$ cat config.mk
export PLATFORM = sky130hd
export DESIGN_NAME = ddr3_walk_tester
export DESIGN_NICKNAME = d
export VERILOG_FILES = /design/src/rtl/ddr3_walk_tester.sv
export SDC_FILE = /design/constraint.sdc
export NUM_CORES = 1
export LEC_CHECK = 0
export CORE_ASPECT_RATIO = 1.2
export CORE_MARGIN = 5
export CORE_UTILIZATION = 50
export CTS_BUF_LIST = sky130_fd_sc_hd__clkbuf_4
export DETAILED_ROUTE_END_ITERATION = 16
export PLACE_DENSITY = 0.85
export SLEW_MARGIN = 20
export SYNTH_ARGS = -nofsm -noshare
export SYNTH_HDL_FRONTEND = slang
export SYNTH_SLANG_ARGS = --single-unit
$ cat constraint.sdc
create_clock -name iCLK -period 3.8 [get_ports iCLK]
set_input_delay 0.76 -clock iCLK [delete_from_list [all_inputs] [get_ports iCLK]]
set_output_delay 0.76 -clock iCLK [all_outputs]
set_load 0.02 [all_outputs]
$ cat src/rtl/ddr3_walk_tester.sv
// ddr3_walk_tester: Avalon-MM memory self-test master.
// On a start pulse it writes a seeded, incrementing 32-bit pattern (replicated
// across the data bus) to a strided window of words. It then reads each word
// back, one read outstanding at a time, and reports the mismatch count, the
// first failing address, a read timeout and an overall pass/fail.
module ddr3_walk_tester #(
    parameter int          ADDR_W     = 26,
    parameter int          DATA_W     = 128,
    parameter int          START_ADDR = 0,
    parameter int          NUM_WORDS  = 1024,
    parameter int          ADDR_STEP  = 1,
    parameter logic [31:0] SEED       = 32'h0000_0005,
    parameter int          TIMEOUT    = 4096,
    parameter int          ERR_W      = 16
) (
    input  logic              iCLK,
    input  logic              iRST_n,
    input  logic              iStart,
    input  logic              iInvert,
    input  logic              avl_waitrequest,
    output logic [ADDR_W-1:0] avl_address,
    input  logic              avl_readdatavalid,
    input  logic [DATA_W-1:0] avl_readdata,
    output logic [DATA_W-1:0] avl_writedata,
    output logic              avl_read,
    output logic              avl_write,
    output logic [DATA_W-1:0] data_in,
    output logic              oBusy,
    output logic              oDone,
    output logic              oPass,
    output logic              oTimeout,
    output logic [ERR_W-1:0]  oErrCount,
    output logic [ADDR_W-1:0] oFirstErrAddr
);

    localparam int REPS  = DATA_W / 32;
    localparam int IDX_W = (NUM_WORDS > 1) ? $clog2(NUM_WORDS) : 1;
    localparam int TMR_W = $clog2(TIMEOUT);

    localparam logic [IDX_W-1:0]  LAST_IDX  = IDX_W'(NUM_WORDS - 1);
    localparam logic [TMR_W-1:0]  TMR_LAST  = TMR_W'(TIMEOUT - 1);
    localparam logic [ADDR_W-1:0] BASE_ADDR = ADDR_W'(START_ADDR);
    localparam logic [ADDR_W-1:0] STEP      = ADDR_W'(ADDR_STEP);

    typedef enum logic [2:0] {
        IDLE,
        WRITE,
        READ_REQ,
        READ_WAIT,
        DONE
    } state_t;

    // Full-width test word for a given 32-bit pattern value.
    function automatic logic [DATA_W-1:0] pattern(input logic [31:0] val, input logic inv);
        return {REPS{val}} ^ {DATA_W{inv}};
    endfunction

    state_t            state_q, state_d;
    logic [IDX_W-1:0]  idx_q, idx_d;        // word index i
    logic [31:0]       val_q, val_d;        // SEED + i, kept alongside idx
    logic              inv_q, inv_d;        // invert latched at start
    logic [TMR_W-1:0]  tmr_q, tmr_d;        // cycles spent in READ_WAIT
    logic [ADDR_W-1:0] addr_q, addr_d;      // doubles as addr(i) for error capture
    logic [DATA_W-1:0] wdata_q, wdata_d;
    logic              read_q, read_d;
    logic              write_q, write_d;
    logic [DATA_W-1:0] rdata_q, rdata_d;
    logic              busy_q, busy_d;
    logic              done_q, done_d;
    logic              pass_q, pass_d;
    logic              tout_q, tout_d;
    logic [ERR_W-1:0]  err_q, err_d;
    logic [ADDR_W-1:0] ferr_q, ferr_d;

    // Next-state and registered-output logic for the test sequencer.
    always_comb begin
        // NOTE: every variable gets a default here so no path can infer a latch.
        state_d = state_q;
        idx_d   = idx_q;
        val_d   = val_q;
        inv_d   = inv_q;
        tmr_d   = tmr_q;
        addr_d  = addr_q;
        wdata_d = wdata_q;
        read_d  = read_q;
        write_d = write_q;
        rdata_d = rdata_q;
        busy_d  = busy_q;
        done_d  = done_q;
        pass_d  = pass_q;
        tout_d  = tout_q;
        err_d   = err_q;
        ferr_d  = ferr_q;

        case (state_q)
            IDLE, DONE: begin
                if (iStart) begin
                    state_d = WRITE;
                    err_d   = '0;
                    tout_d  = 1'b0;
                    ferr_d  = '0;
                    done_d  = 1'b0;
                    pass_d  = 1'b0;
                    busy_d  = 1'b1;
                    inv_d   = iInvert;
                    idx_d   = '0;
                    val_d   = SEED;
                    write_d = 1'b1;
                    addr_d  = BASE_ADDR;
                    wdata_d = pattern(SEED, iInvert);
                end
            end

            WRITE: begin
                if (!avl_waitrequest) begin
                    if (idx_q != LAST_IDX) begin
                        idx_d   = idx_q + IDX_W'(1);
                        val_d   = val_q + 32'd1;
                        addr_d  = addr_q + STEP;
                        wdata_d = pattern(val_q + 32'd1, inv_q);
                    end else begin
                        state_d = READ_REQ;
                        write_d = 1'b0;
                        read_d  = 1'b1;
                        addr_d  = BASE_ADDR;
                        idx_d   = '0;
                        val_d   = SEED;
                    end
                end
            end

            READ_REQ: begin
                if (!avl_waitrequest) begin
                    state_d = READ_WAIT;
                    read_d  = 1'b0;
                    tmr_d   = '0;
                end
            end

            READ_WAIT: begin
                if (avl_readdatavalid) begin
                    rdata_d = avl_readdata;
                    if (avl_readdata != pattern(val_q, inv_q)) begin
                        if (err_q != '1) err_d = err_q + ERR_W'(1);
                        if (err_q == '0) ferr_d = addr_q;
                    end
                    if (idx_q != LAST_IDX) begin
                        state_d = READ_REQ;
                        idx_d   = idx_q + IDX_W'(1);
                        val_d   = val_q + 32'd1;
                        addr_d  = addr_q + STEP;
                        read_d  = 1'b1;
                    end else begin
                        state_d = DONE;
                        busy_d  = 1'b0;
                        done_d  = 1'b1;
                        pass_d  = (err_d == '0) && !tout_q;
                    end
                end else if (tmr_q == TMR_LAST) begin
                    // Valid data on the deadline edge still wins over the timeout.
                    state_d = DONE;
                    tout_d  = 1'b1;
                    if (err_q == '0) ferr_d = addr_q;
                    busy_d  = 1'b0;
                    done_d  = 1'b1;
                    pass_d  = 1'b0;
                end else begin
                    tmr_d = tmr_q + TMR_W'(1);
                end
            end

            default: state_d = IDLE;
        endcase
    end

    // State and output registers; reset clears everything asynchronously.
    always_ff @(posedge iCLK or negedge iRST_n) begin
        // NOTE: sequential state uses non-blocking assignments only.
        if (!iRST_n) begin
            state_q <= IDLE;
            idx_q   <= '0;
            val_q   <= '0;
            inv_q   <= 1'b0;
            tmr_q   <= '0;
            addr_q  <= '0;
            wdata_q <= '0;
            read_q  <= 1'b0;
            write_q <= 1'b0;
            rdata_q <= '0;
            busy_q  <= 1'b0;
            done_q  <= 1'b0;
            pass_q  <= 1'b0;
            tout_q  <= 1'b0;
            err_q   <= '0;
            ferr_q  <= '0;
        end else begin
            state_q <= state_d;
            idx_q   <= idx_d;
            val_q   <= val_d;
            inv_q   <= inv_d;
            tmr_q   <= tmr_d;
            addr_q  <= addr_d;
            wdata_q <= wdata_d;
            read_q  <= read_d;
            write_q <= write_d;
            rdata_q <= rdata_d;
            busy_q  <= busy_d;
            done_q  <= done_d;
            pass_q  <= pass_d;
            tout_q  <= tout_d;
            err_q   <= err_d;
            ferr_q  <= ferr_d;
        end
    end

    assign avl_address   = addr_q;
    assign avl_writedata = wdata_q;
    assign avl_read      = read_q;
    assign avl_write     = write_q;
    assign data_in       = rdata_q;
    assign oBusy         = busy_q;
    assign oDone         = done_q;
    assign oPass         = pass_q;
    assign oTimeout      = tout_q;
    assign oErrCount     = err_q;
    assign oFirstErrAddr = ferr_q;

endmodule
# Word-level counts from Yosys, hierarchy flattened
# Cells that the tools add are included.
dict set report totals {
  register_bits 388
  input_bits 134
  output_inout_bits 330
  elab_cells 136
}
dict set report op_classes {
  mux 68
  n_eq_ne 21
  reduce_logical 23
  n_addsub 5
  bitwise 3
}
# op n
set ops {}
lappend ops {{128-bit two-way mux} 3}
lappend ops {{128-bit case mux with 2 select lines} 1}
lappend ops {{128-bit XOR} 2}
lappend ops {{26-bit two-way mux} 9}
lappend ops {{32-bit two-way mux} 5}
lappend ops {{128-bit inequality test} 1}
lappend ops {{16-bit two-way mux} 6}
lappend ops {{32-bit case mux with 3 select lines} 1}
lappend ops {{26-bit case mux with 3 select lines} 1}
lappend ops {{26-bit case mux with 2 select lines} 1}
lappend ops {{10-bit two-way mux} 5}
lappend ops {{12-bit two-way mux} 3}
lappend ops {{32-bit by 1-bit adder with 32-bit output (second input constant)} 1}
lappend ops {{16-bit logical NOT} 2}
lappend ops {{16-bit case mux with 2 select lines} 1}
lappend ops {{10-bit case mux with 3 select lines} 1}
lappend ops {{26-bit by 1-bit adder with 26-bit output (second input constant)} 1}
lappend ops {{12-bit case mux with 2 select lines} 1}
lappend ops {{4-bit AND reduction} 6}
lappend ops {{3-bit two-way mux} 7}
lappend ops {{2-bit inequality test (second input constant)} 10}
lappend ops {{16-bit by 1-bit adder with 16-bit output (second input constant)} 1}
lappend ops {{1-bit two-way mux} 16}
lappend ops {{16-bit inequality test (second input constant)} 1}
lappend ops {{other kinds (22)} 34}

# Depth between registers and ports, before layout
dict set report depth {
  ltp_word 10
  ltp_mapped 15
  depth_no_buf 11
}

# Least setup slack after synthesis
# OpenSTA, ideal clock, no wires.
dict set report synth_path {
  path_kind {input to register}
  startpoint {input port avl_readdata[92]}
  endpoint {register pass_q (netlist: oPass)}
  n_path_buf 1
  slack_ns 0.512
  t_required_ns 3.708
  stages 11
  t_arrival_ns 3.197
  setup_time_ns 0.092
  cell_sequence {xor2_1 or4_1 o311a_1 a2111o_1 nor4_1 and4_1 buf_6 nor2_4 a311o_1 o2bb2ai_1 o31ai_2}
}
dict set report synth_via {
  elab_chain_len 9
}
# item line_no
set synth_lines {}
lappend synth_lines {{start: declaration} 23} ;# input logic [DATA_W-1:0] avl_readdata,
lappend synth_lines {{128-bit inequality test} 143} ;# if (avl_readdata != pattern(val_q, inv_q)) begin
lappend synth_lines {{16-bit two-way mux} 143}
lappend synth_lines {{16-bit two-way mux} 141} ;# if (avl_readdatavalid) begin
lappend synth_lines {{16-bit two-way mux} 95} ;# case (state_q)
lappend synth_lines {{16-bit logical NOT} 157} ;# pass_d = (err_d == '0) && !tout_q;
lappend synth_lines {{1-bit logical AND} 157}
lappend synth_lines {{1-bit two-way mux} 147} ;# if (idx_q != LAST_IDX) begin
lappend synth_lines {{1-bit two-way mux} 141}
lappend synth_lines {{1-bit case mux with 2 select lines} 95}
lappend synth_lines {{end signal: assignment} 209} ;# pass_q <= pass_d;
lappend synth_lines {{end: declaration} 70} ;# logic pass_q, pass_d;
# Every way passes these cells. The select of a mux whose other input is x is not followed.
# A chain may end at the register's enable or synchronous reset.

# Worst setup path after layout
dict set report layout_path {
  startpoint {register val_q[7]}
  endpoint {register err_q[7] (netlist: oErrCount[7])}
}
dict set report layout_via {
  elab_chain_len 7
}
# item line_no
set layout_lines {}
lappend layout_lines {{start: declaration} 60} ;# logic [31:0] val_q, val_d;
lappend layout_lines {{start signal: assignment} 199} ;# val_q <= val_d;
lappend layout_lines {{128-bit XOR} 55} ;# return {REPS{val}} ^ {DATA_W{inv}};
lappend layout_lines {{128-bit inequality test} 143}
lappend layout_lines {{16-bit two-way mux} 143}
lappend layout_lines {{16-bit two-way mux} 141}
lappend layout_lines {{16-bit two-way mux} 95}
lappend layout_lines {{16-bit two-way mux} 141}
lappend layout_lines {{16-bit case mux with 2 select lines} 95}
lappend layout_lines {{end signal: assignment} 211} ;# err_q <= err_d;
lappend layout_lines {{end: declaration} 72} ;# logic [ERR_W-1:0] err_q, err_d;
# Every way passes these cells. The select of a mux whose other input is x is not followed.

==> out/qor.csv <==
metric,value,unit
fin_crit_sh,92.2,%
yosysTopAreaCell,dfrtp_1,
ant_nets,0,
synth_most_common_cell,nand2_1,
gp_congestion,0.938,
cp.arrival,4.11,ns
end_kind,flip-flop,
drv_cap,0,
hold_viol_final,0,
multi_input_area,7540,µm²
synth_edf_count,0,
min_period,3.51,ns
synth_commonest_cells,"520 x nand2_1, 292 x dfrtp_1, 148 x nor2_1",
die_w,174,µm
drc,0,
num_io_pins,464,
fin_skew,0.0502,ns
cts_sinks,292,
drive_gt1_share,7.43,%
wl_met3,4980,µm
syn-cell-area,16100,µm²
cpMostUsedCell,buf_4,
synth_area_leaders,"dfrtp_1 45%, nand2_1 12%, xor2_1 5.8%",
post_cts_resized,0,
hp-class,in -> async,
grt_pass1_vias,15200,
clockPowerShare,24.0,%
cts_max_path_buffers,3,
path_delay_family,simple AND/OR/NAND/NOR gates,
h-tree-depth,3,
cts.clk_slew.worst_paths,0.07,ns
cp_max_fo,14,
post_drt_wl_per_cell,20.1,µm
grt_antenna_before_repair,3,
routedLengthMet1,21300,µm
start_util,50.3,%
tritoncts,built,
drtPass1Iterations,6,
final_net_count,2447,
final.setup.tns,0,ns
row_count,72,
netSwitchingFraction,39.6,%
gr-total-overflow,0,
setup_ws,0.295,ns
area.growth.synth_to_final,33.2,%
p_sw,0.00440,W
synth_warnings,0,
drv_slew,0,
p_seq_share,34.2,%
synth_top_cell_area_share,45.3,%
clock_latency,0.74,ns
design.core.area,32100,µm²
critPathMaxStageDelay,0.68,ns
ys_types,64,
worst_pin_slew,0.768,ns
grt_max_degree,140,
setup_violations,0,
grt_first_pass_wirelength,85100,µm
crit_type,reg -> reg,
syn_area_per_cell,8.36,µm²
place_ws,-0.307,ns
cp.required,4.41,ns
top_layer_used,met4,
synthCells,1930,
p_leak,9.66,nW
numPortBuffers,463,
nFillCells,2545,
path_buf_inv,4,
regArea,7310,µm²
track_usage,29.7,%
rsz0062_at_grt,no,
viasPerCell,5.61,
power.density,516,nW/µm²
drt-initial-drc-count,1576,
hold_buffers,0,
worst_setup_path_start_kind,flip-flop,
cp_slowest_cell,dfrtp_1,
ys.flop_type,dfrtp_1,
async_flop_share,100,%
ir_drop,0.365,mV
cts_root_buffer,clkbuf_4,
path_cells,"xor2_1, or4_1, nor4_1, o22ai_1, nor4_1, buf_4, and4_1, buf_4, nor2_4, buf_4, buf_4, a41oi_1, o21ai_0, o31ai_1",
dieArea,36000,µm²
hpwl,41600,µm
p_int,0.00669,W
combPwrFrac,41.8,%
syn_nets,2070,
synth-seq-cells,292,
fin_hold_ws,0.0856,ns
fmaxAchievable,285,MHz
vias,15500,
wl_met2,26900,µm
wl,55500,µm
status,"finished, final reports clean",
ys_seq_area_share,45.3,%
slew_headroom,48.6,%
die_y,207,µm
cts_setup_buffers,0,
cts_buffers,75,
==> layout make-up <==
class / instances / area share (%)
flip-flops and latches: 292 / 34.0
well taps: 407 / 2.37
repair buffers: 511 / 23.7
multi-input cells: 1389 / 35.1
clock buffers: 97 / 3.39
diodes: 5 / 0.0582
inverters: 38 / 0.664
clock inverters: 28 / 0.763
==> power by group through the flow <==
| stage | registers [W] | clock network (W) | logic [W] |
|---|---|---|---|
| global placement | 0.00384 | 0 | 0.00455 |
| floorplan | 0.00388 | 0 | 0.00294 |
| finish | 0.00379 | 0.00266 | 0.00463 |
| CTS | 0.00380 | 0.00271 | 0.00464 |
| detailed placement | 0.00386 | 0 | 0.00462 |
| global route | 0.00384 | 0.00286 | 0.00491 |
==> cell usage in the layout, fill, tap and decap left out, drive strengths merged, types with 16 or more instances in the layout <==
master and n:
nand2 520, clkdlybuf4s50 462, dfrtp 292, nor2 149, xor2 107, xnor2 102
clkbuf 97, o21ai 86, nand3 78, buf 49, a21oi 43, inv 41
nand4 36, nor4 35, nor3 35, a31oi 34, and3 27, clkinv 23
or3 16
==> cell families (layout without fill, tap and decap cells) <==
group	Yosys count	in the layout	synth area share, %
DFF	292	292	45.3
other	0	5	0
buffers and inverters	249	674	8.31
xor gates and xnor gates	209	209	11.3
and+or+nand+nor	949	949	26.0
adders and majority gates	6	6	0.465
muxes	9	9	0.582
AOI/OAI and AO/OA	216	216	8.00
==> per-stage QoR <==
step | utilization, % | instance area [µm²] | std cells | power [W]
after floorplan | - | 16100 | 1930 | 0.00682
after global placement | 64.2 | 20600 | 2637 | 0.00840
after detailed placement | 64.2 | 20600 | 2637 | 0.00848
after CTS | 67.0 | 21500 | 2762 | 0.0111
after global routing | 67.0 | 21500 | 2765 | 0.0116
final | 67.0 | 21500 | 2767 | 0.0111
==> layer usage <==
metal	vias up	track usage (%)
met1	7424	37.1
met4	0	13.0
met3	160	7.60
li1	7098	-
met5	-	0
met2	844	49.1
==> final timing paths <==
| kind | start | endpoint | slack [ns] | depth (start not counted) |
|---|---|---|---|---|
| min in group iCLK | data_in[61] | data_in[61] | 0.47 | 2 |
| min reg2reg | data_in[61] | data_in[61] | 0.47 | 2 |
| max reg2reg | val_q[7] | oErrCount[7] | 0.29 | 14 |
| max | val_q[7] | oErrCount[7] | 0.29 | 14 |
| min | iRST_n | oFirstErrAddr[5] | 0.09 | 1 |
| max in group asynchronous | iRST_n | data_in[50] | 2.83 | 2 |
==> state kept, by name, indices dropped and copies added, names as in the netlist, 10 cells and up <==
signal and count:
avl_address 26, tmr_q 12, val_q 32, data_in 128
oFirstErrAddr 26, avl_writedata 32, idx_q 10, oErrCount 16
(Power assumes the default switching activity.)
